**config.mk**
```make
export PLATFORM = sky130hd
export DESIGN_NAME = fractal_sync_rf_sched_flat
export DESIGN_NICKNAME = d
export VERILOG_FILES = /design/src/rtl/fractal_sync_rf_sched.sv /design/src/rtl/fractal_sync_rf_sched_if.sv /design/src/flat_wrapper.sv
export SDC_FILE = /design/constraint.sdc
export NUM_CORES = 1
export LEC_CHECK = 0
export CAP_MARGIN = 20
export CELL_PAD_IN_SITES_DETAIL_PLACEMENT = 1
export CELL_PAD_IN_SITES_GLOBAL_PLACEMENT = 1
export CORE_MARGIN = 1.5
export CORE_UTILIZATION = 31
export CTS_BUF_LIST = sky130_fd_sc_hd__clkbuf_8
export CTS_CLUSTER_DIAMETER = 150
export DETAILED_ROUTE_END_ITERATION = 10
export HOLD_SLACK_MARGIN = 0.05
export PLACE_DENSITY = 0.93
export REMOVE_ABC_BUFFERS = 1
export SETUP_SLACK_MARGIN = 0.05
export SYNTH_ARGS = -nofsm -noshare
export SYNTH_HDL_FRONTEND = slang
export SYNTH_SLANG_ARGS = --single-unit
```
**constraint.sdc**
```tcl
create_clock -name clk_i -period 2.3 [get_ports clk_i]
set_input_delay 0.345 -clock clk_i [delete_from_list [all_inputs] [get_ports clk_i]]
set_output_delay 0.345 -clock clk_i [all_outputs]
set_load 0.02 [all_outputs]
```
**src/rtl/fractal_sync_rf_sched.sv**
```systemverilog
// fractal_sync_rf_sched: round-robin scheduler sharing one RF check port.
// Optional retry FIFO for bypassed checks: FRACTAL_SYNC_RF_SCHED_RETRY_EN.
package fractal_sync_pkg;
    localparam int unsigned SD_WIDTH = 2;
endpackage

module fractal_sync_rf_sched #(
    parameter  int unsigned N_REQ       = 4,
    parameter  int unsigned LEVEL_WIDTH = 1,
    parameter  int unsigned ID_WIDTH    = 1,
    parameter  int unsigned RETRY_DEPTH = 2,
    localparam int unsigned SD_WIDTH    = fractal_sync_pkg::SD_WIDTH,
    localparam int unsigned IDX_W       = $clog2(N_REQ)
) (
    input  logic                   clk_i,
    input  logic                   rst_ni,
    fractal_sync_rf_sched_if.slave bus,
    output logic [LEVEL_WIDTH-1:0] level_o,
    output logic [ID_WIDTH-1:0]    id_o,
    output logic                   check_local_o,
    output logic                   check_remote_o,
    output logic [SD_WIDTH-1:0]    sd_local_o,
    input  logic                   present_local_i,
    input  logic                   present_remote_i,
    input  logic                   id_err_i,
    input  logic                   sig_err_i,
    input  logic                   bypass_local_i,
    input  logic                   bypass_remote_i,
    input  logic                   ignore_local_i,
    input  logic                   ignore_remote_i,
    input  logic [SD_WIDTH-1:0]    sd_local_i,
    output logic                   busy_o
);

    typedef enum logic [1:0] {IDLE, ISSUE, RESP} state_e;

    typedef struct packed {
        logic [IDX_W-1:0]       idx;
        logic                   is_local;
        logic [LEVEL_WIDTH-1:0] level;
        logic [ID_WIDTH-1:0]    id;
        logic [SD_WIDTH-1:0]    sd;
    } txn_t;

    function automatic logic [IDX_W-1:0] wrap_add(
        input logic [IDX_W-1:0] a,
        input int unsigned      b
    );
        int unsigned s;
        s = 32'(a) + b;
        if (s >= N_REQ) s = s - N_REQ;
        return IDX_W'(s);
    endfunction

    state_e              state_q, state_d;
    txn_t                iss_q, iss_d;
    logic [IDX_W-1:0]    rr_q, rr_d;
    logic                chk_loc_q, chk_loc_d;
    logic                chk_rem_q, chk_rem_d;
    logic                rsp_valid_q, rsp_valid_d;
    logic [IDX_W-1:0]    rsp_idx_q, rsp_idx_d;
    logic                rsp_present_q, rsp_present_d;
    logic                rsp_err_q, rsp_err_d;
    logic [SD_WIDTH-1:0] rsp_sd_q, rsp_sd_d;

    logic             gnt_vld;
    logic [IDX_W-1:0] gnt_idx;
    logic             fifo_empty;
    logic             byp, ign;

`ifdef FRACTAL_SYNC_RF_SCHED_RETRY_EN
    localparam int unsigned PTR_W =
        (RETRY_DEPTH > 1) ? $clog2(RETRY_DEPTH) : 1;
    localparam int unsigned CNT_W = $clog2(RETRY_DEPTH + 1);

    txn_t             fifo_q [RETRY_DEPTH];
    txn_t             fifo_d [RETRY_DEPTH];
    logic [PTR_W-1:0] rd_q, rd_d, wr_q, wr_d;
    logic [CNT_W-1:0] cnt_q, cnt_d;
    logic             fifo_full;

    function automatic logic [PTR_W-1:0] ptr_inc(input logic [PTR_W-1:0] p);
        return (p == PTR_W'(RETRY_DEPTH - 1)) ? '0 : p + 1'b1;
    endfunction

    assign fifo_empty = (cnt_q == '0);
    assign fifo_full  = (cnt_q == CNT_W'(RETRY_DEPTH));
`else
    assign fifo_empty = 1'b1;
`endif

    // Lowest offset from rr_q wins, so scan from the far end and overwrite.
    always_comb begin
        gnt_vld = 1'b0;
        gnt_idx = '0;
        for (int i = int'(N_REQ) - 1; i >= 0; i--) begin
            if (bus.req_valid_i[wrap_add(rr_q, unsigned'(i))]) begin
                gnt_vld = 1'b1;
                gnt_idx = wrap_add(rr_q, unsigned'(i));
            end
        end
    end

    assign bus.req_ready_o =
        (rst_ni && state_q == IDLE && fifo_empty && gnt_vld)
        ? (N_REQ'(1) << gnt_idx) : '0;

    assign byp = iss_q.is_local ? bypass_local_i : bypass_remote_i;
    assign ign = iss_q.is_local ? ignore_local_i : ignore_remote_i;

    always_comb begin
        state_d       = state_q;
        iss_d         = iss_q;
        rr_d          = rr_q;
        chk_loc_d     = 1'b0;
        chk_rem_d     = 1'b0;
        rsp_valid_d   = rsp_valid_q;
        rsp_idx_d     = rsp_idx_q;
        rsp_present_d = rsp_present_q;
        rsp_err_d     = rsp_err_q;
        rsp_sd_d      = rsp_sd_q;
`ifdef FRACTAL_SYNC_RF_SCHED_RETRY_EN
        fifo_d = fifo_q;
        rd_d   = rd_q;
        wr_d   = wr_q;
        cnt_d  = cnt_q;
`endif
        unique case (state_q)
            IDLE: begin
`ifdef FRACTAL_SYNC_RF_SCHED_RETRY_EN
                if (!fifo_empty) begin
                    iss_d     = fifo_q[rd_q];
                    rd_d      = ptr_inc(rd_q);
                    cnt_d     = cnt_q - 1'b1;
                    state_d   = ISSUE;
                    chk_loc_d = fifo_q[rd_q].is_local;
                    chk_rem_d = !fifo_q[rd_q].is_local;
                end else
`endif
                if (gnt_vld) begin
                    iss_d.idx      = gnt_idx;
                    iss_d.is_local = bus.req_local_i[gnt_idx];
                    iss_d.level    = bus.req_level_i[gnt_idx];
                    iss_d.id       = bus.req_id_i[gnt_idx];
                    iss_d.sd       = bus.req_sd_i[gnt_idx];
                    rr_d           = wrap_add(gnt_idx, 1);
                    state_d        = ISSUE;
                    chk_loc_d      = bus.req_local_i[gnt_idx];
                    chk_rem_d      = !bus.req_local_i[gnt_idx];
                end
            end
            ISSUE: begin
                if (ign) begin
                    state_d = IDLE;
                end else if (byp) begin
`ifdef FRACTAL_SYNC_RF_SCHED_RETRY_EN
                    if (!fifo_full) begin
                        fifo_d[wr_q] = iss_q;
                        wr_d         = ptr_inc(wr_q);
                        cnt_d        = cnt_q + 1'b1;
                        state_d      = IDLE;
                    end else begin
                        chk_loc_d = iss_q.is_local;
                        chk_rem_d = !iss_q.is_local;
                    end
`else
                    chk_loc_d = iss_q.is_local;
                    chk_rem_d = !iss_q.is_local;
`endif
                end else begin
                    state_d       = RESP;
                    rsp_valid_d   = 1'b1;
                    rsp_idx_d     = iss_q.idx;
                    rsp_present_d = iss_q.is_local ? present_local_i
                                                   : present_remote_i;
                    rsp_err_d     = iss_q.is_local ? id_err_i : sig_err_i;
                    rsp_sd_d      = iss_q.is_local ? sd_local_i : '0;
                end
            end
            RESP: begin
                if (bus.rsp_ready_i) begin
                    state_d     = IDLE;
                    rsp_valid_d = 1'b0;
                end
            end
            default: state_d = IDLE;
        endcase
    end

    always_ff @(posedge clk_i or negedge rst_ni) begin
        if (!rst_ni) begin
            state_q       <= IDLE;
            iss_q         <= '0;
            rr_q          <= '0;
            chk_loc_q     <= 1'b0;
            chk_rem_q     <= 1'b0;
            rsp_valid_q   <= 1'b0;
            rsp_idx_q     <= '0;
            rsp_present_q <= 1'b0;
            rsp_err_q     <= 1'b0;
            rsp_sd_q      <= '0;
`ifdef FRACTAL_SYNC_RF_SCHED_RETRY_EN
            for (int i = 0; i < int'(RETRY_DEPTH); i++) fifo_q[i] <= '0;
            rd_q  <= '0;
            wr_q  <= '0;
            cnt_q <= '0;
`endif
        end else begin
            state_q       <= state_d;
            iss_q         <= iss_d;
            rr_q          <= rr_d;
            chk_loc_q     <= chk_loc_d;
            chk_rem_q     <= chk_rem_d;
            rsp_valid_q   <= rsp_valid_d;
            rsp_idx_q     <= rsp_idx_d;
            rsp_present_q <= rsp_present_d;
            rsp_err_q     <= rsp_err_d;
            rsp_sd_q      <= rsp_sd_d;
`ifdef FRACTAL_SYNC_RF_SCHED_RETRY_EN
            fifo_q <= fifo_d;
            rd_q   <= rd_d;
            wr_q   <= wr_d;
            cnt_q  <= cnt_d;
`endif
        end
    end

    assign level_o           = iss_q.level;
    assign id_o              = iss_q.id;
    assign sd_local_o        = iss_q.sd;
    assign check_local_o     = chk_loc_q;
    assign check_remote_o    = chk_rem_q;
    assign bus.rsp_valid_o   = rsp_valid_q;
    assign bus.rsp_idx_o     = rsp_idx_q;
    assign bus.rsp_present_o = rsp_present_q;
    assign bus.rsp_err_o     = rsp_err_q;
    assign bus.rsp_sd_o      = rsp_sd_q;
    assign busy_o            = (state_q != IDLE) || !fifo_empty;

endmodule

```
**src/rtl/fractal_sync_rf_sched_if.sv**
```systemverilog
// fractal_sync_rf_sched_if: requester/response handshake bundle
// of the RF scheduler; master = requesters, slave = scheduler.
interface fractal_sync_rf_sched_if #(
    parameter  int unsigned N_REQ       = 4,
    parameter  int unsigned LEVEL_WIDTH = 1,
    parameter  int unsigned ID_WIDTH    = 1,
    parameter  int unsigned SD_WIDTH    = 2,
    localparam int unsigned IDX_W       = $clog2(N_REQ)
);
    logic [N_REQ-1:0]                  req_valid_i;
    logic [N_REQ-1:0]                  req_ready_o;
    logic [N_REQ-1:0][LEVEL_WIDTH-1:0] req_level_i;
    logic [N_REQ-1:0][ID_WIDTH-1:0]    req_id_i;
    logic [N_REQ-1:0]                  req_local_i;
    logic [N_REQ-1:0][SD_WIDTH-1:0]    req_sd_i;
    logic                              rsp_valid_o;
    logic                              rsp_ready_i;
    logic [IDX_W-1:0]                  rsp_idx_o;
    logic                              rsp_present_o;
    logic [SD_WIDTH-1:0]               rsp_sd_o;
    logic                              rsp_err_o;

    modport master (
        output req_valid_i, req_level_i, req_id_i,
        output req_local_i, req_sd_i, rsp_ready_i,
        input  req_ready_o, rsp_valid_o, rsp_idx_o,
        input  rsp_present_o, rsp_sd_o, rsp_err_o
    );

    modport slave (
        input  req_valid_i, req_level_i, req_id_i,
        input  req_local_i, req_sd_i, rsp_ready_i,
        output req_ready_o, rsp_valid_o, rsp_idx_o,
        output rsp_present_o, rsp_sd_o, rsp_err_o
    );
endinterface

```
**src/flat_wrapper.sv**
```systemverilog
// flat-port wrapper written by rule: the top's interface ports become plain ports
module fractal_sync_rf_sched_flat 
#(
    parameter  int unsigned N_REQ       = 4,
    parameter  int unsigned LEVEL_WIDTH = 1,
    parameter  int unsigned ID_WIDTH    = 1,
    parameter  int unsigned RETRY_DEPTH = 2,
    localparam int unsigned SD_WIDTH    = fractal_sync_pkg::SD_WIDTH,
    localparam int unsigned IDX_W       = $clog2(N_REQ)
)
  (clk_i, rst_ni, level_o, id_o, check_local_o, check_remote_o, sd_local_o, present_local_i, present_remote_i, id_err_i, sig_err_i, bypass_local_i, bypass_remote_i, ignore_local_i, ignore_remote_i, sd_local_i, busy_o, bus_req_valid_i, bus_req_level_i, bus_req_id_i, bus_req_local_i, bus_req_sd_i, bus_rsp_ready_i, bus_req_ready_o, bus_rsp_valid_o, bus_rsp_idx_o, bus_rsp_present_o, bus_rsp_sd_o, bus_rsp_err_o);
  fractal_sync_rf_sched_if #(.N_REQ(N_REQ), .LEVEL_WIDTH(LEVEL_WIDTH), .ID_WIDTH(ID_WIDTH), .SD_WIDTH((fractal_sync_pkg::SD_WIDTH))) bus_i ();
  input  logic clk_i;
  input  logic rst_ni;
  output logic [LEVEL_WIDTH-1:0] level_o;
  output logic [ID_WIDTH-1:0] id_o;
  output logic check_local_o;
  output logic check_remote_o;
  output logic [SD_WIDTH-1:0] sd_local_o;
  input  logic present_local_i;
  input  logic present_remote_i;
  input  logic id_err_i;
  input  logic sig_err_i;
  input  logic bypass_local_i;
  input  logic bypass_remote_i;
  input  logic ignore_local_i;
  input  logic ignore_remote_i;
  input  logic [SD_WIDTH-1:0] sd_local_i;
  output logic busy_o;
  input wire logic [$bits(bus_i.req_valid_i)-1:0] bus_req_valid_i;
  input wire logic [$bits(bus_i.req_level_i)-1:0] bus_req_level_i;
  input wire logic [$bits(bus_i.req_id_i)-1:0] bus_req_id_i;
  input wire logic [$bits(bus_i.req_local_i)-1:0] bus_req_local_i;
  input wire logic [$bits(bus_i.req_sd_i)-1:0] bus_req_sd_i;
  input wire logic [$bits(bus_i.rsp_ready_i)-1:0] bus_rsp_ready_i;
  output wire logic [$bits(bus_i.req_ready_o)-1:0] bus_req_ready_o;
  output wire logic [$bits(bus_i.rsp_valid_o)-1:0] bus_rsp_valid_o;
  output wire logic [$bits(bus_i.rsp_idx_o)-1:0] bus_rsp_idx_o;
  output wire logic [$bits(bus_i.rsp_present_o)-1:0] bus_rsp_present_o;
  output wire logic [$bits(bus_i.rsp_sd_o)-1:0] bus_rsp_sd_o;
  output wire logic [$bits(bus_i.rsp_err_o)-1:0] bus_rsp_err_o;
  assign bus_i.req_valid_i = bus_req_valid_i;
  assign bus_i.req_level_i = bus_req_level_i;
  assign bus_i.req_id_i = bus_req_id_i;
  assign bus_i.req_local_i = bus_req_local_i;
  assign bus_i.req_sd_i = bus_req_sd_i;
  assign bus_i.rsp_ready_i = bus_rsp_ready_i;
  assign bus_req_ready_o = bus_i.req_ready_o;
  assign bus_rsp_valid_o = bus_i.rsp_valid_o;
  assign bus_rsp_idx_o = bus_i.rsp_idx_o;
  assign bus_rsp_present_o = bus_i.rsp_present_o;
  assign bus_rsp_sd_o = bus_i.rsp_sd_o;
  assign bus_rsp_err_o = bus_i.rsp_err_o;
  fractal_sync_rf_sched #(.N_REQ(N_REQ), .LEVEL_WIDTH(LEVEL_WIDTH), .ID_WIDTH(ID_WIDTH), .RETRY_DEPTH(RETRY_DEPTH)) u_core (.clk_i(clk_i), .rst_ni(rst_ni), .bus(bus_i), .level_o(level_o), .id_o(id_o), .check_local_o(check_local_o), .check_remote_o(check_remote_o), .sd_local_o(sd_local_o), .present_local_i(present_local_i), .present_remote_i(present_remote_i), .id_err_i(id_err_i), .sig_err_i(sig_err_i), .bypass_local_i(bypass_local_i), .bypass_remote_i(bypass_remote_i), .ignore_local_i(ignore_local_i), .ignore_remote_i(ignore_remote_i), .sd_local_i(sd_local_i), .busy_o(busy_o));
endmodule
```
=== Word-level counts from Yosys, hierarchy flattened ===
Cells that the tools add are included.

* Register bits: 20
* Output and inout bits: 18
* Logic and storage cells: 106

* $add $sub $neg: 9
* $lt $le $gt $ge: 10
* Equality and inequality tests: 7
* Shift-type cells: 1
* Multiplexer cells: 52
* Bitwise operators: 2
* Reductions and logical operators: 11

{| class="wikitable"
|+ Operators with widths
! kind !! count
|-
| two-way mux 2 bit || 15
|-
| two-way mux 1 bit || 24
|-
| less-than comparator 2 x 3 -> 1 bit, second input constant || 5
|-
| binary-select mux 1 bit (select 2 bit) || 7
|-
| >= comparator 3 bit, second input constant || 4
|-
| subtractor 2 x 1 -> 2 bit, second input constant || 5
|-
| adder 2 x 1 -> 3 bit, second input constant || 2
|-
| adder 2 x 2 -> 3 bit, second input constant || 2
|-
| != test 2 bit, second input constant || 3
|-
| one-hot mux 1 bit (2 select lines) || 3
|-
| one-hot mux 2 bit (3 select lines) || 1
|-
| AND reduction 3 bit || 2
|-
| binary-select mux 2 bit (select 2 bit) || 1
|-
| two-way mux 4 bit || 1
|-
| AND reduction 4 bit || 1
|-
| nonzero test 2 bit || 2
|-
| left shift 1 x 2 -> 4 bit, first input constant || 1
|-
| >= comparator 2 x 3 -> 1 bit, second input constant || 1
|-
| != test 3 bit, second input constant || 1
|-
| == test 2 x 1 -> 1 bit, second input constant || 1
|-
| == test 2 bit, second input constant || 1
|-
| logical AND 1 bit || 2
|-
| logical NOT 1 bit || 2
|-
| logical NOT 2 bit || 1
|-
| 3 further kinds || 4
|}

=== Longest topological paths before layout ===
Gate-level depths: netlist of run 1.

* Word-level depth: 14
* Mapped depth: 7
* Gate-level depth less buffers: 6

=== Least setup slack after synthesis of run 1 ===
OpenSTA, ideal clock, no wires.

* Path kind: register to output
* Start: register u_core.rr_q[1]
* End: output port bus_req_ready_o[0]
* Arrival: 1.510 ns
* Path slack: 0.445 ns
* Stages on the path, launching flop included: 7
* Path buffers: 0
* Path through: dfrtp_1 > nand2_1 > a311oi_2 > nor2_1 > inv_1 > ha_1 > and3_1

* Cells in the longest elaborated chain, start to end: 11
* Elaborated cells between the ends (all ways): 34
* Classes of those cells: add/sub (7); order compare (4); shift (1); mux (21); reduce/logical (1)

{| class="wikitable"
|+ RTL lines
! item !! RTL line !! text
|-
| start: declaration || fractal_sync_rf_sched.sv:57 || <nowiki>logic [IDX_W-1:0] rr_q, rr_d;</nowiki>
|-
| start signal: assignment || fractal_sync_rf_sched.sv:211 || <nowiki>rr_q <= rr_d;</nowiki>
|-
| adder 2 x 2 -> 3 bit || fractal_sync_rf_sched.sv:50 || <nowiki>s = 32'(a) + b;</nowiki>
|-
| >= comparator 3 bit or subtractor 2 x 1 -> 2 bit (tied branches) || fractal_sync_rf_sched.sv:51 || <nowiki>if (s >= N_REQ) s = s - N_REQ;</nowiki>
|-
| two-way mux 2 bit || fractal_sync_rf_sched.sv:51 ||
|-
| binary-select mux 1 bit (select 2 bit) || fractal_sync_rf_sched.sv:97 || <nowiki>if (bus.req_valid_i[wrap_add(rr_q, unsigned'(i))]) begin</nowiki>
|-
| two-way mux 1 bit (implied by the code) || fractal_sync_rf_sched.sv:97 ||
|-
| two-way mux 2 bit (3 in a row) || fractal_sync_rf_sched.sv:97 ||
|-
| two-way mux 2 bit * || fractal_sync_rf_sched.sv:97 ||
|-
| named net u_core.gnt_idx[1] || fractal_sync_rf_sched.sv:67 || <nowiki>logic [IDX_W-1:0] gnt_idx;</nowiki>
|-
| left shift 1 x 2 -> 4 bit * || fractal_sync_rf_sched.sv:106 || <nowiki>? (N_REQ'(1) << gnt_idx) : '0;</nowiki>
|-
| two-way mux 4 bit * || fractal_sync_rf_sched.sv:106 ||
|-
| end: declaration || flat_wrapper.sv:36 || <nowiki>output wire logic [$bits(bus_i.req_ready_o)-1:0] bus_req_ready_o;</nowiki>
|}

The timed path passes the listed nets; every way through them passes the cells marked *. The select of a mux whose other input is x is not followed.

=== Worst setup path in the final report of run 1 ===
* Start: register u_core.rr_q[1]
* End: output port bus_req_ready_o[2]

Same word-level chain as after synthesis.

==> impl_metrics.ini, run 1 <==
[outcome]
status = completed

[power]
powerDensity_mw_per_mm2 = 1170
power.static_leakage_nw = 0.9119
largest_vdd_supply_drop_mv = 0.3843

[clock_tree]
cts.reportedPaths.clkPinSlew_ns = 0.08
max-clock-path-buffers = 2
cts_tree = built
cts_made_buffers = 3
h-tree-depth = 1
cts_root_buffer = clkbuf_8
clk_latency_ns = 0.26
clock_sinks = 20

[floorplan]
die_height_um = 65.15
row_count = 22
floorplan.core_area_mm2 = 0.003689
pin_count = 55
floorplan.die_area_mm2 = 0.004245
floorplan_die_width_um = 65.15
floorplan.initialDensity = 0.3246

[synth]
syn_avg_cell_area_um2 = 9.735
synth_sequential_area_ratio = 0.4180
synth_enable_flop_cells = 0
async_reset_ff_frac = 1.000
ys_warn_count = 0
number_of_distinct_standard_cells_referenced_by_the_synthesized_netlist = 32
synth_ff_type = dfrtp_1
syn_inst = 123
post_synth_instance_area_mm2 = 0.001197
yosys_register_bits = 20

[timing]
setup_viol = 0
fmax_mhz = 451.7
timing.final.hold_violations = 0
finalCriticalPeriod_ns = 2.214
final.setup_skew_ns = 0.003508
timing_worst_slew_pin_value_ns = 0.5780
rsz0062_at_grt = true
slew_viol_final = 0
slew_headroom = 0.6117
period_share = 0.9626

[finish]
mostFrequentLayoutCell = clkdlybuf4s50_1
most-common-layout-cells = clkdlybuf4s50_1 (47), buf_4 (19), dfrtp_1 (18), nand2_1 (13), o21ai_0 (8)
num_antenna_cells = 0
num-nets-final = 236
seq_area_um2 = 503.0
layout.core_utilization = 0.5472
multi_input_area_um2 = 706.9
layout-area-overhead-vs-synth_pct = 68.55
layout.filler_cells = 442
post_route_cells_drive_above_1_share = 0.2216
finish.cell_count_without_fillers = 242

[placement]
final_replace_weighted_congestion = 0.8167
io_buffers = 54
hpwl_mm = 3.168
dp_cells = 238

[worst_setup_path]
worst_ep_required_time_ns = 1.96
timing.critical_path.fanout_max = 5
arrival_ns = 1.87
startpoint_type = flop
crit_type = reg2out
worst_reg_to_reg_path_cell_count = 6
regToRegSetupSlack_ns = 0.26
cp-end-kind = primary output

[route]
route.vias.total = 1224
remaining_drc_errors = 0
routed_via_density = 5.058
routedWlPerCell_um = 17.31
ant_nets = 0
detailedRoute.firstPassIterationCount = 4
final_wirelength_mm = 4.190
number_of_drc_markers_in_iteration_0 = 14

[grt]
remaining_global_route_overflow = 0
antenna_found_initial = 0
grt_start_max_net_pins = 21
grt_first_pass_wirelength_mm = 6.582
grtUsageTotal = 0.2049
grt_pass1_vias = 1319

[min_path]
worst_hold_path.num_cells = 1
hold_path_class = reg2reg

[flow_run]
cap_viol_max_count = 0
==> Yosys cell counts, types with 2 or more instances <==
library cell,n,area share
nor3b_1,4,0.025
and3_1,4,0.021
a21o_1,2,0.013
o21ai_1,5,0.021
nor3_1,2,0.0084
nand2b_1,2,0.010
o21a_1,2,0.013
ha_1,4,0.042
buf_4,2,0.013
a21oi_1,2,0.0084
inv_1,4,0.013
mux2_4,4,0.050
dfrtp_1,20,0.42
buf_2,2,0.0084
mux2i_1,4,0.033
a21boi_1,5,0.031
nand2_1,13,0.041
a221o_1,5,0.042
o21ai_0,8,0.033
nor2_1,8,0.025
mux2_2,2,0.019
nand3_1,7,0.029
or2_1,3,0.016
==> power by group <==
part / switching [W] / leakage [nW] / internal [W]
Sequential: 0.000148 / 0.246 / 0.000517
Combinational: 0.000674 / 0.630 / 0.000671
Clock: 0.000118 / 0.0357 / 0.000232
Total: 0.000940 / 0.912 / 0.00142
==> cell families after synthesis <==
group / after synthesis / share of synthesized area
muxes: 11 / 0.1118
buffers and inverters: 10 / 0.03969
DFF: 20 / 0.4180
AOI/OAI and AO/OA: 32 / 0.1933
adders and majority gates: 4 / 0.04180
and+or+nand+nor: 46 / 0.1954
==> sequential cells by signal, indices dropped and copies added (netlist names) <==
name and count:
u_core.level_o 1, u_core.sd_local_o 2, u_core.iss_q 3, u_core.state_q 2
u_core.bus.rsp_valid_o 1, u_core.check_remote_o 1, u_core.check_local_o 1, u_core.id_o 1
u_core.bus.rsp_sd_o 2, u_core.bus.rsp_err_o 1, u_core.bus.rsp_present_o 1, u_core.bus.rsp_idx_o 2
u_core.rr_q 2
==> per-stage QoR <==
step | worst slack [ns] | hold slack [ns] | power [W] | setup TNS, ns | instance area (µm²)
after detailed placement | -0.4425 | 0.4704 | 0.001935 | -2.050 | 1904
after global routing | 0.0004468 | 0.5366 | 0.002520 | 0 | 2018
final | 0.08591 | 0.5000 | 0.002361 | 0 | 2018
after CTS | 0.03551 | 0.5076 | 0.002335 | 0 | 1994
after global placement | -0.3763 | 0.4599 | 0.001851 | -1.462 | 1904
after floorplan | 0.4451 | 0.04941 | 0.001305 | 0 | 1169
==> path summary, 6_finish.rpt <==
check,from,to
max,u_core.rr_q[1],bus_req_ready_o[2]
min,u_core.iss_q[6],u_core.iss_q[6]
max reg2reg,u_core.iss_q[4],u_core.bus.rsp_sd_o[1]
min reg2reg,u_core.iss_q[6],u_core.iss_q[6]
max in group asynchronous,rst_ni,u_core.rr_q[0]
min in group asynchronous,rst_ni,u_core.iss_q[4]
==> final cells by class <==
class | instances | area share
Clock inverter | 1 | 0.01488
Inverter | 5 | 0.009299
Tap cell | 48 | 0.02976
Timing Repair Buffer | 72 | 0.3261
Sequential cell | 20 | 0.2492
Clock buffer | 3 | 0.02046
Multi-Input combinational cell | 93 | 0.3503
==> critical path: stages, from the launching register on <==
cell and delay (ns):
dfrtp_2 0.47, nand2_1 0.13, a311oi_4 0.36, nor2_2 0.12
ha_1 0.21, and3_1 0.16, buf_2 0.16
==> per-layer routing <==
metal / GRT usage / part of all wire
met1: 0.2368 / 0.39
met2: 0.4085 / 0.56
met3: 0.02911 / 0.046
met4: 0.02344 / 0.0033
met5: 0 / 0
==> repair_timing <==
action,in CTS,in global routing
pin swaps,2,3
hold buffers,0,0
setup endpoints to repair,4,4
buffers inserted,0,0
hold endpoints to repair,0,0
gates resized for setup,25,7
Power figures use the tool's default switching activity.
==> inputs of run 2 (changes only) <==
Settings changed: SKIP_LAST_GASP set to 1.
==> results of run 2 <==
The final DEF is identical to that of run 1; final timing and power are the same.
==> inputs of run 3 (changes only) <==
Settings changed: CELL_PAD_IN_SITES_DETAIL_PLACEMENT 1 to unset, CELL_PAD_IN_SITES_GLOBAL_PLACEMENT 1 to unset, CORE_UTILIZATION 31 to 41, CTS_BUF_LIST sky130_fd_sc_hd__clkbuf_8 to unset, PLACE_DENSITY 0.93 to 0.91, SKIP_CTS_REPAIR_TIMING set to 1.
==> impl_metrics.ini, run 3 (synthesis gave the netlist of run 1 again) <==
[floorplan]
floorplan_die_width_um = 57.04
floorplan.die_area_mm2 = 0.003254
die_height_um = 57.04
pin_count = 55
row_count = 19
floorplan.core_area_mm2 = 0.002758
floorplan.initialDensity = 0.4342

[grt]
antenna_found_initial = 0
remaining_global_route_overflow = 0
grt_start_max_net_pins = 21
grt_pass1_vias = 1266
grt_first_pass_wirelength_mm = 5.506
grtUsageTotal = 0.2125

[finish]
most-common-layout-cells = clkdlybuf4s50_1 (47), dfrtp_1 (19), buf_4 (17), nand2_1 (13), o21ai_0 (8)
num-nets-final = 234
seq_area_um2 = 501.7
mostFrequentLayoutCell = clkdlybuf4s50_1
finish.cell_count_without_fillers = 223
final_cell_area_mm2 = 0.001958
post_route_cells_drive_above_1_share = 0.2135
num_antenna_cells = 0
layout-area-overhead-vs-synth_pct = 63.53
largest_register = u_core.iss_q
multi_input_area_um2 = 683.2
layout.filler_cells = 206
max_reg_flops = 3

[route]
routedWlPerCell_um = 15.05
ant_nets = 0
detailedRoute.firstPassIterationCount = 4
routed_via_density = 5.556
remaining_drc_errors = 0
final_wirelength_mm = 3.356
route.vias.total = 1239
number_of_drc_markers_in_iteration_0 = 43

[min_path]
worst_hold_path.num_cells = 1
hold_path_class = reg2reg
hold_path_startpoint = u_core.iss_q[6]
hold-path-endpoint = u_core.iss_q[6]

[worst_setup_path]
cp-end-kind = primary output
startpoint_type = input pin
r2r_end = u_core.id_o
crit_type = in2out
timing.critical_path.fanout_max = 3
arrival_ns = 1.85
worst_reg_to_reg_path_cell_count = 5
worst_r2r_startpoint = u_core.state_q[1]
regToRegSetupSlack_ns = 0.28
worst_ep_required_time_ns = 1.96

[timing]
setup_tns_ns = 0
slew_viol_final = 0
setup_viol = 0
timing.final.hold_violations = 0
finalCriticalPeriod_ns = 2.190
fmax_mhz = 456.6
final.setup_skew_ns = 0.003681
slew_headroom = 0.6060
timing_worst_slew_pin_value_ns = 0.5864
rsz0062_at_grt = false
whs_ns = 0.4963
period_share = 0.9523

[placement]
hpwl_mm = 2.595
dp_cells = 218
io_buffers = 54
post_dp_cell_area_mm2 = 0.001861
final_replace_weighted_congestion = 0.9153

[clock_tree]
cts.reportedPaths.clkPinSlew_ns = 0.12
cts_tree = built
cts_root_buffer = clkbuf_4
h-tree-depth = 1
max-clock-path-buffers = 2
cts_made_buffers = 3
clock_sinks = 20
clk_latency_ns = 0.30

[power]
power.static_leakage_nw = 0.8998
powerDensity_mw_per_mm2 = 1132
final_power_w = 0.002217
largest_vdd_supply_drop_mv = 0.7888

[outcome]
status = completed

[flow_run]
cap_viol_max_count = 0
-- run 3: routing by layer --
layer	share of wire	global-route usage	vias to the layer above	wire length [µm]
met5	0	0	-	0
met4	0.023	0.08306	0	76
met3	0.077	0.03855	12	260
met2	0.50	0.3760	72	1676
met1	0.40	0.2551	577	1342
li1	-	-	578	-
-- run 3: worst max-delay path, cell delays in order --
cell and delay [ns]:
clkdlybuf4s50_1 0.50, buf_4 0.19, o2bb2ai_2 0.22, nor2_4 0.07, inv_2 0.07, ha_1 0.13, and3_1 0.14, clkbuf_2 0.16
-- run 3: power by group --
group	total, W	leakage [nW]	switching (W)	internal (W)
combinational	0.00129	0.625	0.000637	0.000657
clock	0.000290	0.0279	0.000114	0.000176
sequential	0.000633	0.247	0.000120	0.000514
-- run 3: area by class of cell --
class | count | area share
inverter | 5 | 0.009585
clock inverter | 1 | 0.01534
tap | 31 | 0.01981
sequential | 20 | 0.2562
timing repair buffer | 70 | 0.3387
multi-input combinational | 93 | 0.3489
clock buffer | 3 | 0.01150
-- run 3: how the worst max path moves through the flow --
| stage | startpoint | endpoint | cells after the start |
|---|---|---|---|
| 5_1_grt | u_core.rr_q[0] | bus_req_ready_o[2] | 7 |
| 3_3_place_gp | bus_req_valid_i[0] | bus_req_ready_o[0] | 8 |
| 2_1_floorplan | u_core.rr_q[1] | bus_req_ready_o[0] | 6 |
| 3_5_place_dp | bus_req_valid_i[0] | bus_req_ready_o[1] | 8 |
| 6_report | bus_req_valid_i[3] | bus_req_ready_o[2] | 8 |
| 4_1_cts | bus_req_valid_i[0] | bus_req_ready_o[1] | 8 |
-- run 3: metrics by stage --
step	setup slack, ns	utilization
2_1_floorplan	0.4451	-
3_3_place_gp	-0.3839	0.6747
3_5_place_dp	-0.4439	0.6747
4_1_cts	-0.4549	0.6937
5_1_grt	0.05495	0.7101
6_report	0.1098	0.7101
